File: config.mk
export PLATFORM = sky130hd
export DESIGN_NAME = rx_comma_aligner
export DESIGN_NICKNAME = d
export VERILOG_FILES = /design/src/rtl/rx_comma_aligner.sv
export SDC_FILE = /design/constraint.sdc
export NUM_CORES = 1
export LEC_CHECK = 0
export ABC_AREA = 1
export CAP_MARGIN = 15
export CELL_PAD_IN_SITES_DETAIL_PLACEMENT = 2
export CELL_PAD_IN_SITES_GLOBAL_PLACEMENT = 2
export CORE_ASPECT_RATIO = 0.7
export CORE_MARGIN = 1
export CORE_UTILIZATION = 34
export DETAILED_ROUTE_END_ITERATION = 8
export GPL_TIMING_DRIVEN = 0
export MAX_ROUTING_LAYER = met4
export PLACE_DENSITY_LB_ADDON = 0.12
export SLEW_MARGIN = 10
export SYNTH_ARGS = -nofsm -noshare
export SYNTH_HDL_FRONTEND = slang
export SYNTH_SLANG_ARGS = --single-unit
File: constraint.sdc
create_clock -name Bit_Rate_Clk -period 2.8 [get_ports Bit_Rate_Clk]
set_input_delay 0.7 -clock Bit_Rate_Clk [delete_from_list [all_inputs] [get_ports Bit_Rate_Clk]]
set_output_delay 0.7 -clock Bit_Rate_Clk [all_outputs]
set_load 0.02 [all_outputs]
File: src/rtl/rx_comma_aligner.sv
// Serial 10b receiver: shifts bits in LSB-first, locks on K28.5 and frames symbols.
// Define RX_ALIGN_LOSS_EN to drop lock after LOSS_COUNT misaligned commas.
module rx_comma_aligner #(
    parameter int DATA_WIDTH = 10,
    parameter int LOSS_COUNT = 3
) (
    input  logic                  Bit_Rate_Clk,
    input  logic                  Rst_n,
    input  logic                  RX_In_P,
    input  logic                  Align_En,
    output logic [DATA_WIDTH-1:0] Data_out,
    output logic                  Data_Valid,
    output logic                  Comma_Det,
    output logic                  Aligned
);

    localparam int CW = $clog2(DATA_WIDTH);
    localparam logic [CW-1:0] LAST = CW'(DATA_WIDTH - 1);
    localparam logic [DATA_WIDTH-1:0] K28_5_N = DATA_WIDTH'(10'h17C);
    localparam logic [DATA_WIDTH-1:0] K28_5_P = DATA_WIDTH'(10'h283);

    typedef enum logic {
        UNALIGNED,
        ALIGNED
    } state_t;

    state_t                state;
    state_t                state_nx;
    logic [DATA_WIDTH-1:0] sr;
    logic [DATA_WIDTH-1:0] next_sr;
    logic [DATA_WIDTH-1:0] dout_nx;
    logic [CW-1:0]         bit_cnt;
    logic [CW-1:0]         cnt_nx;
    logic                  dv_nx;
    logic                  cd_nx;
    logic                  is_comma;

`ifdef RX_ALIGN_LOSS_EN
    localparam int MW = $clog2(LOSS_COUNT + 1);
    logic [MW-1:0] mis;
    logic [MW-1:0] mis_nx;
`else
    localparam int loss_count_unused = LOSS_COUNT;
`endif

    assign next_sr  = {RX_In_P, sr[DATA_WIDTH-1:1]};
    assign is_comma = (next_sr == K28_5_N) || (next_sr == K28_5_P);
    assign Aligned  = (state == ALIGNED);

    always_comb begin
        state_nx = state;
        cnt_nx   = bit_cnt;
        dout_nx  = Data_out;
        dv_nx    = 1'b0;
        cd_nx    = 1'b0;
`ifdef RX_ALIGN_LOSS_EN
        mis_nx   = mis;
`endif
        if (!Align_En) begin
            state_nx = UNALIGNED;
            cnt_nx   = '0;
`ifdef RX_ALIGN_LOSS_EN
            mis_nx   = '0;
`endif
        end else begin
            unique case (state)
                UNALIGNED: begin
                    if (is_comma) begin
                        state_nx = ALIGNED;
                        cnt_nx   = '0;
                        dout_nx  = next_sr;
                        dv_nx    = 1'b1;
                        cd_nx    = 1'b1;
                    end
                end
                ALIGNED: begin
                    if (bit_cnt == LAST) begin
                        cnt_nx  = '0;
                        dout_nx = next_sr;
                        dv_nx   = 1'b1;
                        cd_nx   = is_comma;
`ifdef RX_ALIGN_LOSS_EN
                        if (is_comma) mis_nx = '0;
`endif
                    end else begin
                        cnt_nx = bit_cnt + 1'b1;
`ifdef RX_ALIGN_LOSS_EN
                        // A comma off the symbol grid counts toward loss of lock
                        if (is_comma) begin
                            if (mis == MW'(LOSS_COUNT - 1)) begin
                                state_nx = UNALIGNED;
                                cnt_nx   = '0;
                                mis_nx   = '0;
                            end else begin
                                mis_nx = mis + 1'b1;
                            end
                        end
`endif
                    end
                end
                default: ;
            endcase
        end
    end

    always_ff @(posedge Bit_Rate_Clk or negedge Rst_n) begin
        if (!Rst_n) begin
            state      <= UNALIGNED;
            sr         <= '0;
            bit_cnt    <= '0;
            Data_out   <= '0;
            Data_Valid <= 1'b0;
            Comma_Det  <= 1'b0;
        end else begin
            state      <= state_nx;
            sr         <= next_sr;
            bit_cnt    <= cnt_nx;
            Data_out   <= dout_nx;
            Data_Valid <= dv_nx;
            Comma_Det  <= cd_nx;
        end
    end

`ifdef RX_ALIGN_LOSS_EN
    always_ff @(posedge Bit_Rate_Clk or negedge Rst_n) begin
        if (!Rst_n) mis <= '0;
        else        mis <= mis_nx;
    end
`endif

endmodule

==> impl_results.md, run 1 <==
- Outcome: complete, but fails checks
- Failing checks: design-rule violations
- Crit path buffers/inverters: 1
- Pins Over Slew Limit: 0
- Maxcap violations: 0
- Setup slack after layout: between 0.7 and 0.8 ns
- Synth Area in Simple Gates: 0.3107
- Drt first pass iters: 5
- Largest net degree at the start of global routing: 15
- Synth Warn #: 0
- Synth Area in Adders: 0.02227
- Post-CTS Setup Inserts: 0
- Vias/cell: a little under 5
- Kind of critical path: flip-flop to primary output
- RSZ-0062 raised after global routing: false
- Clk_lat worst skew: 0.27 ns
- Pwr dens: roughly 520 nW/µm²
- Total grt overflow: 0
- CTS max path bufs: 2
- Final #Nets: 147
- CTS Buf Count: 3
- TritonCTS clock tree: built
- Synth Area in XOR/XNOR: 0.01559
- Setup Skew: between 0.002 and 0.0025 ns
- Synth area leader: dfrtp_1
- CTS H-tree depth: 1
- Worst-path clk slew: around 0.09 ns
- Cts repair resizes: 0
- Async set-or-reset flop fraction in the synthesized netlist: 1.000
- Fin. Hold Viols: 0
- Hold Worst Slack: 0.4357 ns
- Final core utilization: 0.4452
- Initial antenna violation count: 0
- Final ANT Viol Nets: 0
- Hold_sp: sr[5]
- Crit-path cells: clkdlybuf4s50_1
- Starting Density: 0.3569
- Total I/O pin count: 17
- Critical path's slowest cell: clkdlybuf4s50_1
- Die area: about 3500 µm²
- Post-DP Area: between 1000 and 1500 µm²
- Final WL: about 2600 µm
- Leakage: approximately 0.72 nW
- Die width: 70.71 µm
- Pwr Total: ~0.73 mW
- Worst hold path type: flip-flop to flip-flop
- Synth Flop Type: dfrtp_1
- Cell count after synthesis: approximately 120
- Avg Cell Area, Syn: about 9.4 µm²
- Mux share of post-synthesis cell area: 0
- Share of the synthesized area in the top cell type: 0.5791
- Crit path time final: ~2 ns
- VDD IR-drop max: roughly 0.27 mV
- CTS root buffer: clkbuf_8
- Slew @ Worst Pin: around 0.69 ns
- Fin Setup TNS: 0 ns
- Slew Limit Headroom: 0.5359
- Yosys reg bits: 26
- GPL Wtd Cong: roughly 0.74
- Hold buffer count at CTS: 0
- Synth top cells by count: dfrtp_1, nand2_1, nand3_1
- Share of layout cells above drive strength 1: 0.1929
- Area Overhead vs Synth: 24.72%
- Complex-gate fraction of the synthesized area: 0.008909
- Reg-to-Reg Start: sr[7]
- Antenna Cells: 0
- Crit share post-route: 0.7230
- Synth Cell Area: roughly 1100 µm²
- Worst Path Arrival: 1.32 ns
- Placed Cells: between 150 and 200
- Core area: around 3100 µm²
- Yosys cell types: 18
- Initial drt markers: 27
- Crit path launch: Aligned
- Synth Net Count: 125
- Area contributors post-synth: dfrtp_1, nand2_1, nand2_2, nand3_1, inv_1
- GRT Overall Usage: 0.1804
- Post-Layout Cell Count: 178
- Global-route wire length before repair: 4581 µm
- Design area: 1401 µm²
- Clk sinks: 26
- Main combinational cell family by area after synthesis: simple AND/OR/NAND/NOR gates
- Row cnt: 17
- CP top delay family: buffers and inverters
- Req. time, crit path: 2.10 ns
- DR WL/cell: about 15 µm
- Vert. Die Dim: around 50 µm
- # DRC: 6
- Post-synthesis sequential area ratio: 0.5791
- Startpoint types: flip-flop
- IO buf count: 16
- CP max stage delay: approximately 0.63 ns
- Worst-path fanout max: 4
- Post-detail-place hpwl: ~2000 µm
- Number of global-route vias before repair: 946
- Post-synth EDFFs: 0
- Crit. End Element: primary output
- Pre-CTS worst setup slack: about 0.6 ns
- Fmax: 0.4940 GHz
- Vias: 869
- Final setup vio count: 0
flip-flops by register name, indices dropped and copies added (netlist names):
signal      cells
Data_out       10
Data_Valid      1
Aligned         1
sr              9
Comma_Det       1
bit_cnt         4
layout by cell type (no fill, tap or decap):
cell type        netlist  routed
ha_1                   2       2
xor2_1                 2       2
clkdlybuf4s50_1        0      16
buf_6                  1       1
nand2_2               12      12
nor2_2                 3       3
inv_2                  2       2
a21oi_1                1       1
nand2_1               26      26
nand3_1               15      15
nand4_1                3       3
nor2_4                 1       1
nor2_1                10      10
buf_8                  0       1
nor3_1                 1       1
nand3_2                1       1
inv_1                 10      10
dfrtp_1               26      26
clkbuf_8               0       4
buf_4                  2       2
o21ai_0                1       1
cells by family (layout without fill, tap and decap cells):
logic type,count (synthesis),after routing
AO/OA/AOI/OAI,2,2
XOR/XNOR,2,2
adder cells (fa/ha/maj),2,2
buffers and inverters,15,36
flip-flops,26,26
AND/OR/NAND/NOR,72,72
path summary, 6_finish.rpt:
kind / slack [ns] / to / cells after the start
max: 0.78 / Aligned / 1
min: 0.44 / sr[4] / 0
max reg2reg: 1.38 / Data_out[4] / 9
min reg2reg: 0.44 / sr[4] / 0
max in group asynchronous: 1.43 / sr[9] / 2
min in group asynchronous: 0.84 / Data_Valid / 1
power by group:
part           internal, mW  switching, mW
Clock                 0.126          0.118
Combinational        0.0362         0.0445
Sequential            0.393         0.0160
Total                 0.555          0.179
layer usage:
metal	up-vias	track usage	wire, µm
met4	0	0.04000	17
met1	439	0.2162	1247
met5	-	-	0
li1	414	-	-
met2	14	0.3061	1241
met3	2	0.04908	93
layout make-up:
class / count / area [µm²]
flip-flops and latches: 26 / 650.6
clock buffers: 4 / 55.05
fillers: 354 / 1747
plain buffers: 3 / 26.28
repair buffers: 17 / 175.2
inverters: 12 / 45.04
well taps: 38 / 47.55
multi-input cells: 78 / 401.6
Power figures use the tool's default switching activity.
==> inputs of run 2 (changes only) <==
CORE_UTILIZATION = 29   (was 34)
clock period = 1.7 ns   (was 2.8 ns; I/O delays follow)
==> run 2 against run 1 <==
The flow now finishes without violations. Clock-buffer cell count unchanged. Wire length fell by 1.7%. Critical path depth unchanged. Total power grew 63%. Utilization is 4.6 points lower. Global-route usage decreased by 3.5 points. Non-clock buffer count stayed put. Combinational power grew 61%. Final area grew 2.7%. Clock skew rose by 0.0026 ns. Clock power increased by 63%. Sequential power up 64%. Critical endpoint is now Data_out[0].
==> impl_results.md, run 2 (synthesized netlist as in run 1, its figures left out) <==
- Outcome: finished, final reports clean
- Largest net degree at the start of global routing: 18
- Share of layout cells above drive strength 1: 0.1929
- Area Overhead vs Synth: 28.06%
- Crit path buffers/inverters: 1
- Hold buffer count at CTS: 0
- Fmax: 0.6098 GHz
- Crit path time final: between 1.5 and 2 ns
- Setup slack after layout: around 0.060 ns
- Global-route wire length before repair: 4360 µm
- CTS max path bufs: 2
- Crit-path cells: clkdlybuf4s50_1
- CP top delay family: buffers and inverters
- RSZ-0062 raised after global routing: false
- GRT Overall Usage: 0.1450
- CTS root buffer: clkbuf_8
- Kind of critical path: flip-flop to primary output
- Row cnt: 18
- Final core utilization: 0.3993
- Worst-path fanout max: 2
- Clk_lat worst skew: 0.27 ns
- Final setup vio count: 0
- Pre-CTS worst setup slack: -0.1669 ns
- Slew Limit Headroom: 0.6326
- Final WL: 2554 µm
- Post-detail-place hpwl: 2087 µm
- CTS Buf Count: 3
- Worst hold path type: flip-flop to flip-flop
- Core area: 3603 µm²
- Setup Skew: ~0.0047 ns
- Initial antenna violation count: 0
- Final #Nets: 147
- CTS H-tree depth: 1
- Leakage: roughly 0.84 nW
- # DRC: 0
- IO buf count: 16
- Pwr dens: 834.0 nW/µm²
- Crit. End Element: primary output
- Vias/cell: 4.474
- # fillers: ~410
- Maxcap violations: 0
- Fin. Hold Viols: 0
- Worst-path clk slew: 0.09 ns
- Starting Density: 0.3118
- Drt first pass iters: 2
- Vert. Die Dim: roughly 54 µm
- Number of global-route vias before repair: 921
- Startpoint types: flip-flop
- Die area: around 4100 µm²
- VDD IR-drop max: 0.4521 mV
- GPL Wtd Cong: around 0.69
- Pins Over Slew Limit: 0
- Vias: 850
- CP max stage delay: about 0.60 ns
- Total grt overflow: 0
- Initial drt markers: 6
- Largest reg by FF count: Data_out
- Post-CTS Setup Inserts: 0
- Antenna Cells: 0
- Slew @ Worst Pin: about 0.55 ns
- DR WL/cell: between 10 and 15 µm
- Max reg flops: 10
- Crit share post-route: 0.9646
- Highest-count cells in the layout ignoring fill and taps: dfrtp_1, nand2_1, nand3_1
- Worst Path Arrival: 1.21 ns
- Clk sinks: 26
- Total I/O pin count: 17
- Cts repair resizes: 4
- Biggest regs: Data_out x10, sr x9, bit_cnt x4
- Critical path's slowest cell: clkdlybuf4s50_1
- Req. time, crit path: about 1.3 ns
- Final ANT Viol Nets: 0
- Die width: ~76 µm
- TritonCTS clock tree: built
[run 2: area by class of cell]
cell class / count / area [µm²] / share of cell area
flip-flops and latches: 26 / 650.6 / 0.4522
multi-input cells: 78 / 401.6 / 0.2791
repair buffers: 17 / 197.7 / 0.1374
well taps: 50 / 62.56 / 0.04348
clock buffers: 4 / 55.05 / 0.03826
inverters: 12 / 45.04 / 0.03130
plain buffers: 3 / 26.28 / 0.01826
[run 2: metrics by stage]
stage          hold WS, ns  TNS (ns)  total power [mW]  std cells  area (µm²)
6_report            0.4299         0             1.200        190        1439
5_1_grt             0.4556         0             1.259        190        1439
4_1_cts             0.4321         0             1.229        190        1424
3_5_place_dp        0.4112    -1.805            0.8272        186        1374
3_3_place_gp        0.4066    -6.487            0.8118        185        1346
2_1_floorplan       0.1294         0            0.7423        119        1124
[run 2: layer usage]
metal	share of wire	vias up	track usage	wire length (µm)
met4	0.0027	0	0.01923	7
li1	-	412	-	-
met3	0.036	2	0.04407	91
met1	0.47	423	0.1734	1211
met2	0.49	13	0.2523	1244
met5	0	-	-	0
[run 2: where the power goes]
part,internal [mW],leakage [nW],switching (mW)
sequential,0.648,0.338,0.0241
clock,0.207,0.0288,0.190
combinational,0.0560,0.477,0.0745
total,0.911,0.844,0.289
[run 2: worst paths after layout]
path                       cells after the start           to         from  slack (ns)
setup reg to reg                               9  Data_out[6]        sr[7]        0.34
min in group asynchronous                      1  Data_out[2]        Rst_n        0.51
setup / recovery                               1  Data_out[0]  Data_out[0]        0.06
hold / removal                                 0        sr[3]        sr[4]        0.43
max in group asynchronous                      2   bit_cnt[2]        Rst_n        0.72
hold reg to reg                                0        sr[3]        sr[4]        0.43
==> inputs of run 3 (changes only) <==
--- a/config.mk
+++ b/config.mk
@@ -13,3 +13,3 @@
 export CORE_MARGIN = 1
-export CORE_UTILIZATION = 29
+export CORE_UTILIZATION = 34
 export DETAILED_ROUTE_END_ITERATION = 8
@@ -17,3 +17,3 @@
 export MAX_ROUTING_LAYER = met4
-export PLACE_DENSITY_LB_ADDON = 0.12
+export PLACE_DENSITY = 0.89
 export SLEW_MARGIN = 10
==> constraint.sdc (replaced) <==
create_clock -name Bit_Rate_Clk -period 2.1 [get_ports Bit_Rate_Clk]
set_input_delay 0.42 -clock Bit_Rate_Clk [delete_from_list [all_inputs] [get_ports Bit_Rate_Clk]]
set_output_delay 0.42 -clock Bit_Rate_Clk [all_outputs]
set_load 0.02 [all_outputs]
==> run 3 against run 2 <==
Total power decreased by 22%. Wire length increased by 4.0%. Sequential cell count unchanged. Register-to-register slack improved by 0.34 ns. Die area decreased by 14%. Critical path depth unchanged. Sequential share of layout area increased by 2.4 points. Combinational power decreased by 19%. Clock power decreased by 29%. First-iteration DRC count increased to 3.8 times the previous value. Clock-buffer cell count decreased by 1. Global-route usage increased by 4.5 points. Critical endpoint is now Aligned. Largest cell class unchanged. Largest power group unchanged. Highest routed layer unchanged.
==> impl_results.md, run 3 (synthesized netlist as in run 1, its figures left out) <==
- Outcome: finished, final reports clean
- Met2 WL: ~1400 µm
- Vert. Die Dim: approximately 50 µm
- R2r worst-path depth: 9
- Final ANT Viol Nets: 0
- Worst Path Arrival: about 1.3 ns
- GPL Wtd Cong: between 0.7 and 0.8
- Total grt overflow: 0
- Crit path buffers/inverters: 1
- Pwr Total: between 0.9 and 1 mW
- Initial antenna violation count: 0
- Slew @ Worst Pin: ~0.60 ns
- Max layer used: met4
- GRT Overall Usage: 0.1902
- Post-detail-place hpwl: 1977 µm
- Hold buffer count at CTS: 0
- DR WL/cell: between 15 and 20 µm
- Clk sinks: 26
- CTS Buf Count: 3
- Pwr dens: about 680 nW/µm²
- Placed Cells: about 170
- Startpoint types: flip-flop
- Worst-path fanout max: 4
- Crit-path cells: clkdlybuf4s50_1
- # fillers: approximately 350
- RSZ-0062 raised after global routing: false
- Global-route wire length before repair: 4774 µm
- Post-Layout Cell Count: approximately 180
- IO buf count: 16
- VDD IR-drop max: ~0.35 mV
- Number of global-route vias before repair: approximately 970
- Final #Nets: around 150
- Slew Limit Headroom: 0.6024
- Row cnt: 17
- Post-CTS Setup Inserts: 0
- Met1 WL: roughly 1200 µm
- CTS root buffer: clkbuf_8
- Final setup vio count: 0
- Fin Setup TNS: 0 ns
- Largest net degree at the start of global routing: 27
- Biggest regs: Data_out x10, sr x9, bit_cnt x4
- Fin. Hold Viols: 0
- Core area: approximately 3100 µm²
- Crit path time final: approximately 1.7 ns
- Worst-path clk slew: around 0.09 ns
- Vias: 865
- Total I/O pin count: 17
- CTS H-tree depth: 1
- # DRC: 0
- Setup Skew: slightly below 0.006 ns
- Antenna Cells: 0
- Clk_lat worst skew: about 0.27 ns
- Worst hold path type: input pin to asynchronous set/reset pin
- CP top delay family: buffers and inverters
- Crit share post-route: 0.8246
- Pins Over Slew Limit: 0
- CTS max path bufs: 2
- Met3 WL: 98 µm
- Die area: about 3500 µm²
- Crit. End Element: primary output
- Max reg flops: 10
- Leakage: about 0.7 nW
- Critical path's slowest cell: clkdlybuf4s50_1
- Die width: around 71 µm
- Drt first pass iters: 4
- Worst reg2reg setup slack: approximately 0.7 ns
- Share of layout cells above drive strength 1: 0.1884
- Maxcap violations: 0
- CP max stage delay: between 0.6 and 0.7 ns
- Vias/cell: 4.915
- Largest reg by FF count: Data_out
- Fmax: 0.5775 GHz
- TritonCTS clock tree: built
- Highest-count cells in the layout ignoring fill and taps: dfrtp_1, nand2_1, nand3_1, clkdlybuf4s50_1, nand2_2
- Reg-to-Reg Start: sr[6]
- Initial drt markers: 23
- R2r endpoint: Data_out[9]
- Starting Density: 0.3569
- Area Overhead vs Synth: 21.71%
- Kind of critical path: flip-flop to primary output
- Cts repair resizes: 0
- Req. time, crit path: about 1.7 ns
- Final WL: 2655 µm
[run 3: worst max path at each step]
stage | cells past startpoint | start | end | slack [ns]
2_1_floorplan | 8 | bit_cnt[0] | Data_out[1] | 0.88
3_3_place_gp | 1 | Rst_n | Data_out[9] | 0.25
3_5_place_dp | 10 | RX_In_P | Data_out[1] | 0.20
4_1_cts | 1 | Aligned | Aligned | 0.34
5_1_grt | 1 | Aligned | Aligned | 0.32
6_report | 1 | Aligned | Aligned | 0.37
[run 3: area by class of cell]
class | instances | area (µm²) | share of cell area
Sequential cell | 26 | 650.6 | 0.4758
Multi-Input combinational cell | 78 | 401.6 | 0.2937
Timing Repair Buffer | 16 | 155.1 | 0.1134
Tap cell | 38 | 47.55 | 0.03477
Inverter | 12 | 45.04 | 0.03294
Clock buffer | 3 | 41.29 | 0.03019
Buffer | 3 | 26.28 | 0.01921
[run 3: report_power, final]
part	leakage (nW)	switching [mW]	internal (mW)
Clock	0.0216	0.153	0.129
Sequential	0.338	0.0204	0.525
Combinational	0.345	0.0598	0.0448
Total	0.705	0.234	0.698
[run 3: layer usage]
layer,global-route usage,up-vias
met3,0.04908,5
met2,0.3253,16
li1,-,413
met1,0.2250,431
met4,0.05000,0
met5,-,-
[run 3: through the flow]
step | setup slack, ns | hold slack, ns | area [µm²] | utilization
after CTS | 0.3436 | 0.4367 | 1373 | 0.4360
after floorplan | 0.8800 | 0.1244 | 1124 | -
final | 0.3683 | 0.1398 | 1368 | 0.4344
after global placement | 0.2510 | 0.4036 | 1331 | 0.4229
after detailed placement | 0.1957 | 0.4123 | 1331 | 0.4229
after global routing | 0.3212 | 0.1778 | 1368 | 0.4344
